--- src/rtl/dot_product_pkg.sv ---
// Shared widths and controller state encoding for the sequential dot-product engine.
package dot_product_pkg;

   localparam int DP_DATA_W = 7;
   localparam int DP_ACC_W  = 16;

   typedef enum logic [2:0] {
      IDLE   = 3'd0,
      CLR    = 3'd1,
      LOAD_A = 3'd2,
      LOAD_B = 3'd3,
      MAC    = 3'd4,
      DONE   = 3'd5
   } dp_state_t;

endpackage

--- src/rtl/dot_controlpath.sv ---
// Moore controller sequencing CLR, then LOAD_A/LOAD_B/MAC per element pair, until stop.
module dot_controlpath
   import dot_product_pkg::*;
(
   input  logic clk,
   input  logic rst_n,
   input  logic start,
   input  logic stop,
   output logic lda,
   output logic ldb,
   output logic ldp,
   output logic clrp,
   output logic done
);

   dp_state_t state_q, state_d;

   always_ff @(posedge clk or negedge rst_n) begin
      if (!rst_n) state_q <= IDLE;
      else        state_q <= state_d;
   end

   always_comb begin
      state_d = state_q;
      lda     = 1'b0;
      ldb     = 1'b0;
      ldp     = 1'b0;
      clrp    = 1'b0;
      done    = 1'b0;
      unique case (state_q)
         IDLE:   if (start) state_d = CLR;
         CLR: begin
            clrp    = 1'b1;
            state_d = LOAD_A;
         end
         LOAD_A: begin
            lda     = 1'b1;
            state_d = LOAD_B;
         end
         LOAD_B: begin
            ldb     = 1'b1;
            state_d = MAC;
         end
         // The pair accumulated in the cycle that sees stop is kept.
         MAC: begin
            ldp     = 1'b1;
            state_d = stop ? DONE : LOAD_A;
         end
         DONE: begin
            done = 1'b1;
            if (!start) state_d = IDLE;
         end
         default: state_d = IDLE;
      endcase
   end

endmodule

--- src/rtl/dot_datapath.sv ---
// Operand registers A/B and the multiply-accumulate register P.
module dot_datapath
   import dot_product_pkg::*;
#(
   parameter int DATA_W = DP_DATA_W,
   parameter int ACC_W  = DP_ACC_W
) (
   input  logic              clk,
   input  logic              rst_n,
   input  logic [DATA_W-1:0] data_in,
   input  logic              lda,
   input  logic              ldb,
   input  logic              ldp,
   input  logic              clrp,
   output logic [ACC_W-1:0]  p_out
);

   logic [DATA_W-1:0]   a_q, a_d;
   logic [DATA_W-1:0]   b_q, b_d;
   logic [ACC_W-1:0]    p_q, p_d;
   logic [2*DATA_W-1:0] prod;

   always_comb begin
      a_d  = a_q;
      b_d  = b_q;
      p_d  = p_q;
      prod = {{DATA_W{1'b0}}, a_q} * {{DATA_W{1'b0}}, b_q};
      if (lda) a_d = data_in;
      if (ldb) b_d = data_in;
      // Clear wins if both are ever raised together; the sum wraps naturally.
      if (clrp)     p_d = '0;
      else if (ldp) p_d = p_q + ACC_W'(prod);
   end

   always_ff @(posedge clk or negedge rst_n) begin
      if (!rst_n) begin
         a_q <= '0;
         b_q <= '0;
         p_q <= '0;
      end else begin
         a_q <= a_d;
         b_q <= b_d;
         p_q <= p_d;
      end
   end

   assign p_out = p_q;

endmodule

--- src/rtl/dot_product_unit.sv ---
// Top level: wires the dot-product controller to its datapath.
module dot_product_unit
   import dot_product_pkg::*;
#(
   parameter int DATA_W = DP_DATA_W,
   parameter int ACC_W  = DP_ACC_W
) (
   input  logic              clk,
   input  logic              rst_n,
   input  logic              start,
   input  logic              stop,
   input  logic [DATA_W-1:0] data_in,
   output logic [ACC_W-1:0]  p_out,
   output logic              done
);

   logic lda, ldb, ldp, clrp;

   dot_controlpath u_ctrl (
      .clk   (clk),
      .rst_n (rst_n),
      .start (start),
      .stop  (stop),
      .lda   (lda),
      .ldb   (ldb),
      .ldp   (ldp),
      .clrp  (clrp),
      .done  (done)
   );

   dot_datapath #(
      .DATA_W (DATA_W),
      .ACC_W  (ACC_W)
   ) u_dp (
      .clk     (clk),
      .rst_n   (rst_n),
      .data_in (data_in),
      .lda     (lda),
      .ldb     (ldb),
      .ldp     (ldp),
      .clrp    (clrp),
      .p_out   (p_out)
   );

endmodule

--- config.mk ---
export PLATFORM = sky130hd
export DESIGN_NAME = dot_product_unit
export DESIGN_NICKNAME = d
export VERILOG_FILES = /design/src/rtl/dot_product_pkg.sv /design/src/rtl/dot_controlpath.sv /design/src/rtl/dot_datapath.sv /design/src/rtl/dot_product_unit.sv
export SDC_FILE = /design/constraint.sdc
export NUM_CORES = 1
export LEC_CHECK = 0
export ABC_CLOCK_PERIOD_IN_PS = 7400
export CORE_AREA = 2 2 90 92
export DETAILED_ROUTE_END_ITERATION = 12
export DIE_AREA = 0 0 92 94
export PLACE_DENSITY = 0.62
export SLEW_MARGIN = 0
export SYNTH_ARGS = -nofsm -noshare
export SYNTH_HDL_FRONTEND = slang
export SYNTH_SLANG_ARGS = --single-unit
--- constraint.sdc ---
create_clock -name clk -period 7.4 [get_ports clk]
set_input_delay 0.74 -clock clk [delete_from_list [all_inputs] [get_ports clk]]
set_output_delay 0.74 -clock clk [all_outputs]
set_load 0.05 [all_outputs]
# After elaboration in Yosys (flattened, before gate mapping)
# Cells that the tools add are included.
# op_classes
addsub	1
n_mul	1
eq_ne	7
mux	11
reduce_logical	3
# ops
cell	n
2-to-1 mux 16 bit	2
one-hot mux 3 bit (6 select lines)	1
adder 16 x 14 -> 16 bit	1
multiplier 7 x 7 -> 14 bit	1
2-to-1 mux 3 bit	3
== test 3 x 2 -> 1 bit (second input constant)	2
== test 3 bit (second input constant)	2
2-to-1 mux 1 bit	5
!= test 2 bit (second input constant)	2
== test 3 x 1 -> 1 bit (second input constant)	1
zero test 3 bit	1
AND reduction 2 bit	1
nonzero test 2 bit	1
# totals
ff_bits	33
input_bits	11
output_inout_bits	17
wordCells	27

# Logic depth before layout (Yosys ltp)
# Gate-level depths: netlist of the first run.
# depth
ltp_word	4
depth_mapped	16
ltp_nobuf	16

# Modules after synthesis
# A second synthesis of the first run with hierarchy kept.
# hier_totals
cells_unflattened	353
area_unflattened_um2	3465.8
# modules_own_cells
module	instances	cells_per_inst	area_each_um2	seq_area_each_um2
dot_datapath	1	334	3248.1	750.7
dot_controlpath	1	19	217.7	75.1

# Worst setup path before layout of the first run
# Ideal clock, no wire load.
# synth_path
kind	register to register
from	register u_dp.a_q[2]
to	register u_dp.p_q[15], in the netlist u_dp.p_out[15]
arrival_ps	4318
t_required_ps	7274
slack_ps	2956
path_stages_with_launch	15
n_path_buf	0
cell_sequence	dfrtp_1 > and2_1 > fa_1 > fa_1 > fa_1 > inv_1 > fa_1 > inv_1 > ha_1 > a211o_1 > a21oi_1 > o21ai_1 > or3_1 > and2_1 > a221o_1
# synth_between
elab_chain_len	4
# synth_lines
element	line	source
start: declaration	dot_datapath.sv:18	logic [DATA_W-1:0] a_q, a_d;
start signal: assignment	dot_datapath.sv:37	a_q <= '0;
start signal: assignment	dot_datapath.sv:41	a_q <= a_d;
multiplier 7 x 7 -> 14 bit	dot_datapath.sv:27	prod = {{DATA_W{1'b0}}, a_q} * {{DATA_W{1'b0}}, b_q};
adder 16 x 14 -> 16 bit	dot_datapath.sv:32	else if (ldp) p_d = p_q + ACC_W'(prod);
2-to-1 mux 16 bit	dot_datapath.sv:32	
2-to-1 mux 16 bit	dot_datapath.sv:31	if (clrp) p_d = '0;
end signal: assignment	dot_datapath.sv:43	p_q <= p_d;
end: declaration	dot_datapath.sv:20	logic [ACC_W-1:0] p_q, p_d;
# Every way passes these cells. The select of a mux whose other input is x is not followed.
# A chain may end at the register's enable or synchronous reset.

# Worst setup path after layout of the first run
# layout_path
from	register u_dp.b_q[6]
to	register u_dp.p_q[15], in the netlist u_dp.p_out[15]
# layout_between
elab_chain_len	4
# layout_lines
element	line	source
start: declaration	dot_datapath.sv:19	logic [DATA_W-1:0] b_q, b_d;
start signal: assignment	dot_datapath.sv:38	b_q <= '0;
start signal: assignment	dot_datapath.sv:42	b_q <= b_d;
multiplier 7 x 7 -> 14 bit	dot_datapath.sv:27	
adder 16 x 14 -> 16 bit	dot_datapath.sv:32	
2-to-1 mux 16 bit	dot_datapath.sv:32	
2-to-1 mux 16 bit	dot_datapath.sv:31	
# Every way passes these cells. The select of a mux whose other input is x is not followed.

==> impl_metrics.prom, run 1 <==
# TYPE chip_impl_metric gauge
chip_impl_metric{name="worst-r2r-cell-count",unit=""} 14
chip_impl_metric{name="setup_tns",unit="ps"} 0
chip_impl_metric{name="final_min_period_over_clock_period",unit="%"} 62.78
chip_impl_info{name="tritoncts",value="built"} 1
chip_impl_info{name="layout_commonest_cell",value="sky130_fd_sc_hd__inv_1"} 1
chip_impl_metric{name="vias_per_cell",unit=""} 5.052
chip_impl_metric{name="timing.reg2reg.setup_slack",unit="ps"} 2750
chip_impl_metric{name="post_cts_resize_count",unit=""} 0
chip_impl_metric{name="netlist_area",unit="um2"} 3403
chip_impl_info{name="synth_area_leaders",value="sky130_fd_sc_hd__dfrtp_1 (24%), sky130_fd_sc_hd__fa_1 (21%), sky130_fd_sc_hd__ha_1 (14%)"} 1
chip_impl_metric{name="post_cts_hold_buffer_count",unit=""} 0
chip_impl_metric{name="die-area",unit="um2"} 8648
chip_impl_metric{name="worst_ep_arrival_time",unit="ps"} 4830
chip_impl_metric{name="fin_nets",unit=""} 460
chip_impl_metric{name="drcViolationCount",unit=""} 0
chip_impl_metric{name="cap_viol_max_count",unit=""} 0
chip_impl_metric{name="post_route_cells_drive_above_1_share",unit="%"} 7.447
chip_impl_metric{name="grt_start_max_net_pins",unit=""} 34
chip_impl_metric{name="port-buffer-count",unit=""} 27
chip_impl_metric{name="timing_worst_slew_pin_value",unit="ps"} 839.7
chip_impl_info{name="grt_setup_unrepaired",value="no"} 1
chip_impl_metric{name="drt_wl_total",unit="um"} 6730
chip_impl_info{name="crit_type",value="flop to flop"} 1
chip_impl_metric{name="worstSkewPairLatency",unit="ps"} 300
chip_impl_metric{name="initial_core_util",unit="%"} 44.74
chip_impl_metric{name="cts-buffers-inserted",unit=""} 5
chip_impl_metric{name="cts_setup_buffers",unit=""} 0
chip_impl_metric{name="num_vias",unit=""} 2415
chip_impl_metric{name="post_synth.cell_area_avg",unit="um2"} 9.836
chip_impl_info{name="status",value="finished clean"} 1
chip_impl_info{name="cp-end-kind",value="flop"} 1
chip_impl_metric{name="hold_violations",unit=""} 0
chip_impl_metric{name="grt_util_all_layers",unit="%"} 17.34
chip_impl_info{name="timing.hold.worst.class",value="flop to flop"} 1
chip_impl_info{name="r2r-end",value="u_dp.p_out[15]"} 1
chip_impl_metric{name="tritoncts_num_sinks",unit=""} 33
chip_impl_metric{name="postSynthNetCount",unit=""} 431
chip_impl_metric{name="chipHeight",unit="um"} 94
chip_impl_metric{name="fillerInstances",unit=""} 724
chip_impl_metric{name="grt_pass1_vias",unit=""} 2489
chip_impl_metric{name="design.core.area",unit="um2"} 7607
chip_impl_info{name="regToRegStartpoint",value="u_dp.b_q[6]"} 1
chip_impl_metric{name="dp_hpwl",unit="um"} 5279
chip_impl_info{name="worst_hold_path.endpoint",value="u_dp.p_out[5]"} 1
chip_impl_metric{name="timing.max_slew.rel_slack",unit="%"} 44.02
chip_impl_metric{name="crit_path_time_final",unit="ps"} 4646
chip_impl_metric{name="hold-path-cell-count",unit=""} 2
chip_impl_metric{name="io-pin-count",unit=""} 28
chip_impl_metric{name="antenna-diode-count",unit=""} 0
chip_impl_metric{name="detail_route.first_pass.iterations",unit=""} 4
chip_impl_info{name="worst_setup_path_startpoint",value="u_dp.b_q[6]"} 1
chip_impl_metric{name="netlist.area_leader.share",unit="%"} 24.26
chip_impl_metric{name="gpl.final_weighted_congestion",unit=""} 0.8569
chip_impl_info{name="startpoint_type",value="flop"} 1
chip_impl_metric{name="cp_max_fo",unit=""} 8
chip_impl_metric{name="htree_num_levels",unit=""} 2
chip_impl_metric{name="wire_per_inst",unit="um"} 14.08
chip_impl_metric{name="maxSlewViolCount",unit=""} 0
chip_impl_metric{name="yosysUniqueCellTypes",unit=""} 40
chip_impl_metric{name="synth_seq_area_share",unit="%"} 24.26
chip_impl_metric{name="num_rows",unit=""} 32
chip_impl_metric{name="setup_viol_count_final",unit=""} 0
chip_impl_metric{name="die_w",unit="um"} 92
chip_impl_metric{name="clock.fmax",unit="MHz"} 215.3
chip_impl_metric{name="first_pass_grt_wire_length",unit="um"} 11870
chip_impl_metric{name="synth_seq_cells",unit=""} 33
chip_impl_info{name="hold_path.startpoint",value="u_dp.p_out[5]"} 1
chip_impl_metric{name="synthToLayoutAreaGrowth",unit="%"} 14.67
chip_impl_metric{name="cts_max_path_buffers",unit=""} 2
chip_impl_metric{name="finalClockSkew",unit="ps"} 5.854
chip_impl_metric{name="remaining_number_of_nets_flagged_by_the_antenna_check_after_routing",unit=""} 0
chip_impl_info{name="final_cell_mix",value="sky130_fd_sc_hd__inv_1 (71), sky130_fd_sc_hd__ha_1 (38), sky130_fd_sc_hd__fa_1 (36), sky130_fd_sc_hd__and2_1 (33), sky130_fd_sc_hd__dfrtp_1 (33)"} 1
chip_impl_metric{name="ys_warn_count",unit=""} 0
chip_impl_info{name="cts.root.buffer_cell",value="sky130_fd_sc_hd__clkbuf_8"} 1
chip_impl_metric{name="cts.clk_slew.worst_paths",unit="ps"} 80
chip_impl_metric{name="grt_overflow_total",unit=""} 0
chip_impl_metric{name="initial_antenna_violation_count",unit=""} 0
chip_impl_metric{name="syn_inst",unit=""} 346
chip_impl_info{name="synth_area_leader_cell",value="sky130_fd_sc_hd__dfrtp_1"} 1
chip_impl_metric{name="required",unit="ps"} 7590
chip_impl_metric{name="drt_iter0_drc",unit=""} 63
worst max-delay path by stage:
stage | endpoint | cells past startpoint
floorplan | u_dp.p_out[15] | 14
detailed placement | u_dp.p_out[15] | 14
finish | u_dp.p_out[15] | 14
CTS | u_dp.p_out[15] | 14
global route | u_dp.p_out[15] | 14
global placement | u_dp.p_out[15] | 14
cells in the mapped netlist, drive strengths merged:
library cell	number
a21o	2
a22o	13
a311oi	1
o21ai	11
nor2b	6
o21a	3
nor3	2
o21bai	2
nand2	25
nor3b	1
o2111ai	1
and2	33
mux2	14
dfrtp	33
a31oi	1
a211o	2
xor2	3
o211ai	1
a221o	1
ha	38
o31ai	1
and3	2
o2bb2ai	1
o31a	1
a21oi	10
a21boi	1
clkbuf	5
nor2	5
xnor2	8
nand2b	2
or3	2
inv	71
nand3	2
a211oi	3
buf	2
fa	36
nand3b	1
sequential cells by signal, indices dropped and copies added, names as in the netlist:
| name | flops |
|---|---|
| u_dp.a_q | 7 |
| u_dp.b_q | 7 |
| u_ctrl.state_q | 3 |
| u_dp.p_out | 16 |
cells by family after synthesis:
| kind of cell | count (synthesis) | share of synthesized area [%] |
|---|---|---|
| buffers and inverters | 78 | 8.677 |
| multiplexers | 14 | 4.632 |
| flip-flops | 33 | 24.26 |
| AND/OR/NAND/NOR | 81 | 12.76 |
| AO/OA/AOI/OAI | 55 | 11.69 |
| adder cells (fa/ha/maj) | 74 | 35.15 |
| XOR/XNOR | 11 | 2.831 |
per-layer routing:
metal	global-route usage, %	vias to the layer above	wire length, um
met5	0	-	0
met1	23.25	1197	3133
met4	4.851	0	93
li1	-	1175	-
met2	29.04	34	3328
met3	3.050	9	174
critical path: stages, from the launching register on:
cell and delay (ps):
sky130_fd_sc_hd__dfrtp_1 470, sky130_fd_sc_hd__and2_1 200, sky130_fd_sc_hd__fa_1 510, sky130_fd_sc_hd__fa_1 520, sky130_fd_sc_hd__fa_1 540, sky130_fd_sc_hd__inv_1 50, sky130_fd_sc_hd__fa_1 520, sky130_fd_sc_hd__inv_1 40
sky130_fd_sc_hd__ha_1 350, sky130_fd_sc_hd__a211o_1 340, sky130_fd_sc_hd__a21oi_1 140, sky130_fd_sc_hd__o21ai_1 80, sky130_fd_sc_hd__or3_1 320, sky130_fd_sc_hd__and2_1 160, sky130_fd_sc_hd__a221o_1 280
metrics by stage:
stage	hold slack, ps	worst slack, ps	util [%]	cells	area (um2)
floorplan	444.4	2956	-	346	3403
global placement	499.5	2826	49.79	470	3787
detailed placement	515.9	2740	49.79	470	3787
CTS	535.3	2749	51.30	478	3902
global route	553.2	2503	51.30	478	3902
finish	525.5	2754	51.30	478	3902
final cells by class:
cell class              count  area (um2)  area share, %
repair buffers             29       285.3          7.310
clock buffers               5       68.82          1.763
flip-flops and latches     33       825.8          21.16
clock inverters             3       46.29          1.186
inverters                  71       266.5          6.829
multi-input cells         235        2282          58.48
well taps                 102       127.6          3.270
Power of run 1 is left out: the tool's default activity adds up to more than one toggle a clock period on the data nets, which glitch-free logic cannot reach.
==> run 2: changes to the inputs <==
ABC_CLOCK_PERIOD_IN_PS = 4400   (was 7400)
clock period = 4.4 ns   (was 7.4 ns; I/O delays follow)
==> run 2 against run 1 <==
Sequential cell count unchanged. Core utilization increased by 4.7 points. Critical path type unchanged. Critical path depth increased by 3. Cell count increased by 6.5%. Fmax increased by 5.6%. First-iteration DRC count decreased by 25%. Worst hold slack improved by 14 ps. Sequential share of layout area decreased by 1.7 points.
==> impl_metrics.prom, run 2 (same netlist as run 1, synthesis figures left out) <==
# TYPE chip_impl_metric gauge
chip_impl_metric{name="final_min_period_over_clock_period",unit="%"} 99.98
chip_impl_metric{name="grt_overflow_total",unit=""} 0
chip_impl_metric{name="detail_route.first_pass.iterations",unit=""} 4
chip_impl_metric{name="cts-buffers-inserted",unit=""} 5
chip_impl_metric{name="io-pin-count",unit=""} 28
chip_impl_metric{name="die_w",unit="um"} 92
chip_impl_metric{name="timing_worst_slew_pin_value",unit="ps"} 822.3
chip_impl_metric{name="cap_viol_max_count",unit=""} 0
chip_impl_metric{name="post_route_cells_drive_above_1_share",unit="%"} 20.64
chip_impl_metric{name="num_rows",unit=""} 32
chip_impl_info{name="cp-end-kind",value="flop"} 1
chip_impl_metric{name="num_vias",unit=""} 2540
chip_impl_metric{name="initial_antenna_violation_count",unit=""} 0
chip_impl_metric{name="chipHeight",unit="um"} 94
chip_impl_metric{name="dpl.cell_count",unit=""} 491
chip_impl_metric{name="vias_per_cell",unit=""} 4.990
chip_impl_metric{name="htree_num_levels",unit=""} 2
chip_impl_info{name="tritoncts",value="built"} 1
chip_impl_metric{name="drt_wl_total",unit="um"} 7093
chip_impl_metric{name="drcViolationCount",unit=""} 0
chip_impl_metric{name="finalClockSkew",unit="ps"} 8.103
chip_impl_metric{name="dp_hpwl",unit="um"} 5309
chip_impl_metric{name="drt_iter0_drc",unit=""} 47
chip_impl_metric{name="cts_max_path_buffers",unit=""} 2
chip_impl_metric{name="cts.clk_slew.worst_paths",unit="ps"} 80
chip_impl_metric{name="remaining_number_of_nets_flagged_by_the_antenna_check_after_routing",unit=""} 0
chip_impl_metric{name="layoutNonFillerInstCount",unit=""} 509
chip_impl_metric{name="clock.fmax",unit="MHz"} 227.3
chip_impl_info{name="crit_type",value="flop to flop"} 1
chip_impl_info{name="final_cell_mix",value="sky130_fd_sc_hd__inv_1 (67), sky130_fd_sc_hd__fa_1 (35), sky130_fd_sc_hd__ha_1 (33), sky130_fd_sc_hd__buf_4 (31), sky130_fd_sc_hd__dfrtp_1 (31)"} 1
chip_impl_metric{name="port-buffer-count",unit=""} 27
chip_impl_metric{name="required",unit="ps"} 4590
chip_impl_metric{name="fin_nets",unit=""} 491
chip_impl_metric{name="crit_path_time_final",unit="ps"} 4399
chip_impl_metric{name="grt_pass1_vias",unit=""} 2506
chip_impl_info{name="status",value="finished clean"} 1
chip_impl_metric{name="largest_reg_flops",unit=""} 16
chip_impl_metric{name="setup_viol_count_final",unit=""} 0
chip_impl_metric{name="grt_start_max_net_pins",unit=""} 34
chip_impl_metric{name="gpl.final_weighted_congestion",unit=""} 0.8175
chip_impl_metric{name="grt_util_all_layers",unit="%"} 17.54
chip_impl_metric{name="tritoncts_num_sinks",unit=""} 33
chip_impl_metric{name="maxSlewViolCount",unit=""} 0
chip_impl_metric{name="synthToLayoutAreaGrowth",unit="%"} 25.07
chip_impl_metric{name="hold_violations",unit=""} 0
chip_impl_metric{name="wire_per_inst",unit="um"} 13.94
chip_impl_info{name="timing.hold.worst.class",value="input port to async pin"} 1
chip_impl_metric{name="worst_ep_arrival_time",unit="ps"} 4590
chip_impl_info{name="grt_setup_unrepaired",value="yes"} 1
chip_impl_info{name="startpoint_type",value="flop"} 1
chip_impl_metric{name="post_cts_hold_buffer_count",unit=""} 0
chip_impl_metric{name="fillerInstances",unit=""} 687
chip_impl_metric{name="first_pass_grt_wire_length",unit="um"} 11990
chip_impl_metric{name="worstSkewPairLatency",unit="ps"} 300
chip_impl_metric{name="initial_core_util",unit="%"} 44.74
chip_impl_metric{name="design.core.area",unit="um2"} 7607
chip_impl_info{name="layout_commonest_cell",value="sky130_fd_sc_hd__inv_1"} 1
chip_impl_info{name="cts.root.buffer_cell",value="sky130_fd_sc_hd__clkbuf_8"} 1
chip_impl_metric{name="antenna-diode-count",unit=""} 0
chip_impl_metric{name="cp_max_fo",unit=""} 6
chip_impl_metric{name="timing.max_slew.rel_slack",unit="%"} 45.18
chip_impl_metric{name="die-area",unit="um2"} 8648
-- run 2: cell types whose count changed in the layout (fill, tap and decap cells not counted), sizes merged --
cell,before,now
buf,2,33
-- run 2: worst max-delay path, stage by stage, from the launching register on --
cell,delay [ps]
sky130_fd_sc_hd__dfrtp_2,460
sky130_fd_sc_hd__buf_4,140
sky130_fd_sc_hd__and2_1,140
sky130_fd_sc_hd__fa_1,490
sky130_fd_sc_hd__inv_1,60
sky130_fd_sc_hd__fa_1,510
sky130_fd_sc_hd__inv_2,40
sky130_fd_sc_hd__fa_1,520
sky130_fd_sc_hd__inv_1,50
sky130_fd_sc_hd__fa_1,490
sky130_fd_sc_hd__inv_2,50
sky130_fd_sc_hd__ha_4,240
sky130_fd_sc_hd__nand3_2,80
sky130_fd_sc_hd__nor2_2,40
sky130_fd_sc_hd__o31a_1,370
sky130_fd_sc_hd__a311oi_2,310
sky130_fd_sc_hd__xnor2_1,100
sky130_fd_sc_hd__a22o_1,190
-- run 2: final timing paths --
kind / startpoint / to / slack (ps) / cells past startpoint
worst max-delay path: u_dp.a_q[4] / u_dp.p_out[14] / 0.7 / 17
worst min-delay path: rst_n / u_dp.p_out[4] / 540 / 2
worst max register to register: u_dp.a_q[4] / u_dp.p_out[14] / 0.7 / 17
worst min register to register: u_dp.p_out[5] / u_dp.p_out[5] / 540 / 2
max in group asynchronous: rst_n / u_dp.b_q[4] / 3500 / 2
min in group clk: u_dp.p_out[5] / u_dp.p_out[5] / 540 / 2
-- run 2: through the flow --
stage	setup TNS (ps)	hold WS, ps	setup WS (ps)	area, um2	utilization [%]
2_1_floorplan	0	144.4	33.89	3416	-
3_3_place_gp	-90.22	503.2	-85.95	3958	52.02
3_5_place_dp	-208.3	524.4	-148.0	3958	52.02
4_1_cts	-33.74	544.5	-33.74	4131	54.31
5_1_grt	-427.7	568.4	-151.1	4257	55.95
6_report	0	539.1	0.7319	4257	55.95
-- run 2: cell type report --
class | count | area, um2 | area share (%)
clock buffer | 5 | 68.82 | 1.617
clock inverter | 3 | 46.29 | 1.088
inverter | 71 | 266.5 | 6.261
multi-input combinational | 235 | 2394 | 56.23
sequential | 33 | 828.3 | 19.46
tap | 102 | 127.6 | 2.998
timing repair buffer | 60 | 525.5 | 12.35
-- run 2: timing repair --
| action | 4_1_cts | 5_1_grt |
|---|---|---|
| buffers inserted | 4 | 6 |
| pin swaps | 3 | 26 |
| resized for setup | 6 | 23 |
| setup endpoints to repair | 4 | 5 |
-- run 2: per-layer routing --
layer | up-vias | routed length, um | global-route usage [%]
met5 | - | 0 | 0
met4 | 0 | 62 | 4.104
met3 | 6 | 162 | 2.729
met2 | 31 | 3609 | 30.27
met1 | 1266 | 3259 | 23.33
li1 | 1237 | - | -
Power of run 2 is left out for the same reason.
==> run 3: changes to the inputs <==
CORE_AREA = 2 2 110 112   (was 2 2 90 92)
DIE_AREA = 0 0 112 114   (was 0 0 92 94)
PLACE_DENSITY = 0.49   (was 0.62)
==> run 3 against run 2 <==
The run now ends with setup timing left. Cell count up 9.6%. Non-clock buffer count up 4. Count of clock-buffer cells in the layout unchanged. Fmax down 0.35%. Design area up 4.0%. Via count up 0.91%. Global-route usage down 5.0 points. Critical endpoint is now u_dp.p_out[15]. Wire length up 7.3%. Worst hold slack better by 2.2 ps. First-iteration DRC count up 49%. Die area up 48%. Largest cell class unchanged. Critical path depth down 2.
==> impl_metrics.prom, run 3 (same netlist as run 1, synthesis figures left out) <==
# TYPE chip_impl_metric gauge
chip_impl_metric{name="grt_overflow_total",unit=""} 0
chip_impl_metric{name="hold-path-cell-count",unit=""} 2
chip_impl_metric{name="initial_antenna_violation_count",unit=""} 0
chip_impl_info{name="cp-end-kind",value="flop"} 1
chip_impl_metric{name="drt_wl_total",unit="um"} 7612
chip_impl_metric{name="vias_per_cell",unit=""} 4.593
chip_impl_metric{name="post_route_cells_drive_above_1_share",unit="%"} 22.63
chip_impl_info{name="cts.root.buffer_cell",value="sky130_fd_sc_hd__clkbuf_16"} 1
chip_impl_metric{name="die_w",unit="um"} 112
chip_impl_metric{name="first_pass_grt_wire_length",unit="um"} 12740
chip_impl_info{name="tritoncts",value="built"} 1
chip_impl_info{name="startpoint_type",value="flop"} 1
chip_impl_metric{name="worst_ep_arrival_time",unit="ps"} 4580
chip_impl_metric{name="post_cts_hold_buffer_count",unit=""} 0
chip_impl_info{name="final_cell_mix",value="sky130_fd_sc_hd__inv_1 (65), sky130_fd_sc_hd__fa_1 (36), sky130_fd_sc_hd__ha_1 (33), sky130_fd_sc_hd__buf_4 (33), sky130_fd_sc_hd__dfrtp_1 (31)"} 1
chip_impl_metric{name="remaining_number_of_nets_flagged_by_the_antenna_check_after_routing",unit=""} 0
chip_impl_metric{name="maxSlewViolCount",unit=""} 0
chip_impl_metric{name="io-pin-count",unit=""} 28
chip_impl_info{name="crit_path_top_delay_cell",value="sky130_fd_sc_hd__fa_1"} 1
chip_impl_metric{name="final.hold.worst_slack",unit="ps"} 541.3
chip_impl_metric{name="final_min_period_over_clock_period",unit="%"} 100.3
chip_impl_metric{name="detail_route.first_pass.iterations",unit=""} 4
chip_impl_info{name="layout_commonest_cell",value="sky130_fd_sc_hd__inv_1"} 1
chip_impl_metric{name="num_rows",unit=""} 40
chip_impl_metric{name="grt_start_max_net_pins",unit=""} 34
chip_impl_metric{name="port-buffer-count",unit=""} 27
chip_impl_metric{name="slowest_delay",unit="ps"} 530
chip_impl_info{name="cell_repeated_most_along_the_worst_path",value="sky130_fd_sc_hd__fa_1"} 1
chip_impl_metric{name="chipHeight",unit="um"} 114
chip_impl_metric{name="required",unit="ps"} 4570
chip_impl_metric{name="largest_reg_flops",unit=""} 16
chip_impl_metric{name="crit_path_time_final",unit="ps"} 4415
chip_impl_metric{name="timing_worst_slew_pin_value",unit="ps"} 889.9
chip_impl_metric{name="num_vias",unit=""} 2563
chip_impl_metric{name="fillerInstances",unit=""} 1238
chip_impl_info{name="status",value="complete, but fails checks"} 1
chip_impl_metric{name="post-place-ws",unit="ps"} -156.2
chip_impl_metric{name="dp_hpwl",unit="um"} 5782
chip_impl_metric{name="die-area",unit="um2"} 12770
chip_impl_metric{name="htree_num_levels",unit=""} 2
chip_impl_metric{name="clock.fmax",unit="MHz"} 226.5
chip_impl_metric{name="setup_viol_count_final",unit=""} 1
chip_impl_info{name="timing.hold.worst.class",value="flop to flop"} 1
chip_impl_metric{name="timing.max_slew.rel_slack",unit="%"} 40.67
chip_impl_metric{name="cts_max_path_buffers",unit=""} 2
chip_impl_metric{name="antenna-diode-count",unit=""} 0
chip_impl_metric{name="tritoncts_num_sinks",unit=""} 33
chip_impl_metric{name="grt_pass1_vias",unit=""} 2561
chip_impl_info{name="crit_path_cell_trace",value="buf_6 -> and2_4 -> fa_1 -> fa_1 -> fa_1 -> inv_2 -> fa_1 -> inv_2 -> ha_4 -> a211o_1 -> a21oi_2 -> o21ai_2 -> or3_1 -> and2_1 -> a221o_1"} 1
chip_impl_metric{name="finalClockSkew",unit="ps"} 7.450
chip_impl_info{name="failed_checks",value="setup timing"} 1
chip_impl_metric{name="drt_iter0_drc",unit=""} 70
chip_impl_info{name="grt_setup_unrepaired",value="yes"} 1
chip_impl_metric{name="cap_viol_max_count",unit=""} 0
chip_impl_metric{name="worstSkewPairLatency",unit="ps"} 290
chip_impl_metric{name="design.core.area",unit="um2"} 11710
chip_impl_metric{name="cp_max_fo",unit=""} 5
chip_impl_metric{name="grt_util_all_layers",unit="%"} 12.51
chip_impl_info{name="crit_type",value="flop to flop"} 1
chip_impl_metric{name="worst-r2r-cell-count",unit=""} 15
chip_impl_metric{name="cts.clk_slew.worst_paths",unit="ps"} 60
chip_impl_metric{name="wire_per_inst",unit="um"} 13.64
chip_impl_metric{name="cts-buffers-inserted",unit=""} 5
chip_impl_metric{name="final_critical_path_setup_slack",unit="ps"} -14.67
chip_impl_metric{name="drcViolationCount",unit=""} 0
chip_impl_metric{name="initial_core_util",unit="%"} 29.06
chip_impl_metric{name="synthToLayoutAreaGrowth",unit="%"} 30.04
chip_impl_metric{name="gpl.final_weighted_congestion",unit=""} 0.8545
chip_impl_metric{name="hold_violations",unit=""} 0
chip_impl_metric{name="fin_nets",unit=""} 495
[run 3: cell count changes in the layout (fill, tap and decap cells not counted), moves of 2 or more]
| cell | delta |
|---|---|
| sky130_fd_sc_hd__clkbuf_8 | -5 |
| sky130_fd_sc_hd__clkbuf_16 | +5 |
| sky130_fd_sc_hd__and2_4 | +2 |
| sky130_fd_sc_hd__buf_6 | +2 |
| sky130_fd_sc_hd__buf_4 | +2 |
| sky130_fd_sc_hd__and2_1 | -2 |
| sky130_fd_sc_hd__inv_2 | +2 |
| sky130_fd_sc_hd__inv_1 | -2 |
[run 3: worst paths after layout]
| kind | startpoint | to | slack (ps) |
|---|---|---|---|
| min in group asynchronous | rst_n | u_dp.p_out[9] | 570 |
| worst min register to register | u_dp.p_out[5] | u_dp.p_out[5] | 540 |
| worst max register to register | u_dp.a_q[3] | u_dp.p_out[15] | -10 |
| max in group asynchronous | rst_n | u_dp.b_q[4] | 3470 |
| worst max-delay path | u_dp.a_q[3] | u_dp.p_out[15] | -10 |
| worst min-delay path | u_dp.p_out[5] | u_dp.p_out[5] | 540 |
[run 3: stage by stage]
stage / cells / utilization, % / TNS, ps / cell area (um2)
after floorplan: 346 / - / 0 / 3416
after global placement: 538 / 34.40 / -139.5 / 4029
after detailed placement: 538 / 34.40 / -263.0 / 4029
after CTS: 553 / 36.96 / 0 / 4328
after global routing: 558 / 37.79 / -264.9 / 4425
final: 558 / 37.79 / -14.67 / 4425
[run 3: layout make-up]
type,count,area [um2],area share (%)
tap,147,183.9,4.156
timing repair buffer,64,563.0,12.72
clock inverter,3,65.06,1.470
clock buffer,5,125.1,2.827
multi-input combinational,235,2394,54.09
sequential,33,828.3,18.72
inverter,71,266.5,6.022
[run 3: critical path: cells and delay by family, from the launching register on]
kind,cells,cell delay (ps)
adders and majority gates,5,2190
DFF,1,430
buffers and inverters,3,230
AOI/OAI and AO/OA,4,790
and+or+nand+nor,3,670
[run 3: metal layers]
layer | vias up | global-route usage, % | routed length (um)
met2 | 27 | 20.57 | 3859
li1 | 1246 | - | -
met1 | 1283 | 17.47 | 3506
met4 | 0 | 2.439 | 63
met3 | 7 | 2.338 | 182
met5 | - | 0 | 0
[run 3: timing repair]
| action | 4_1_cts | 5_1_grt |
|---|---|---|
| setup endpoints to repair | 4 | 4 |
| resized for setup | 18 | 16 |
| setup buffers | 7 | 5 |
| pin swaps | 21 | 17 |
| endpoints found under the hold margin | 0 | 0 |
Power of run 3 is left out for the same reason.
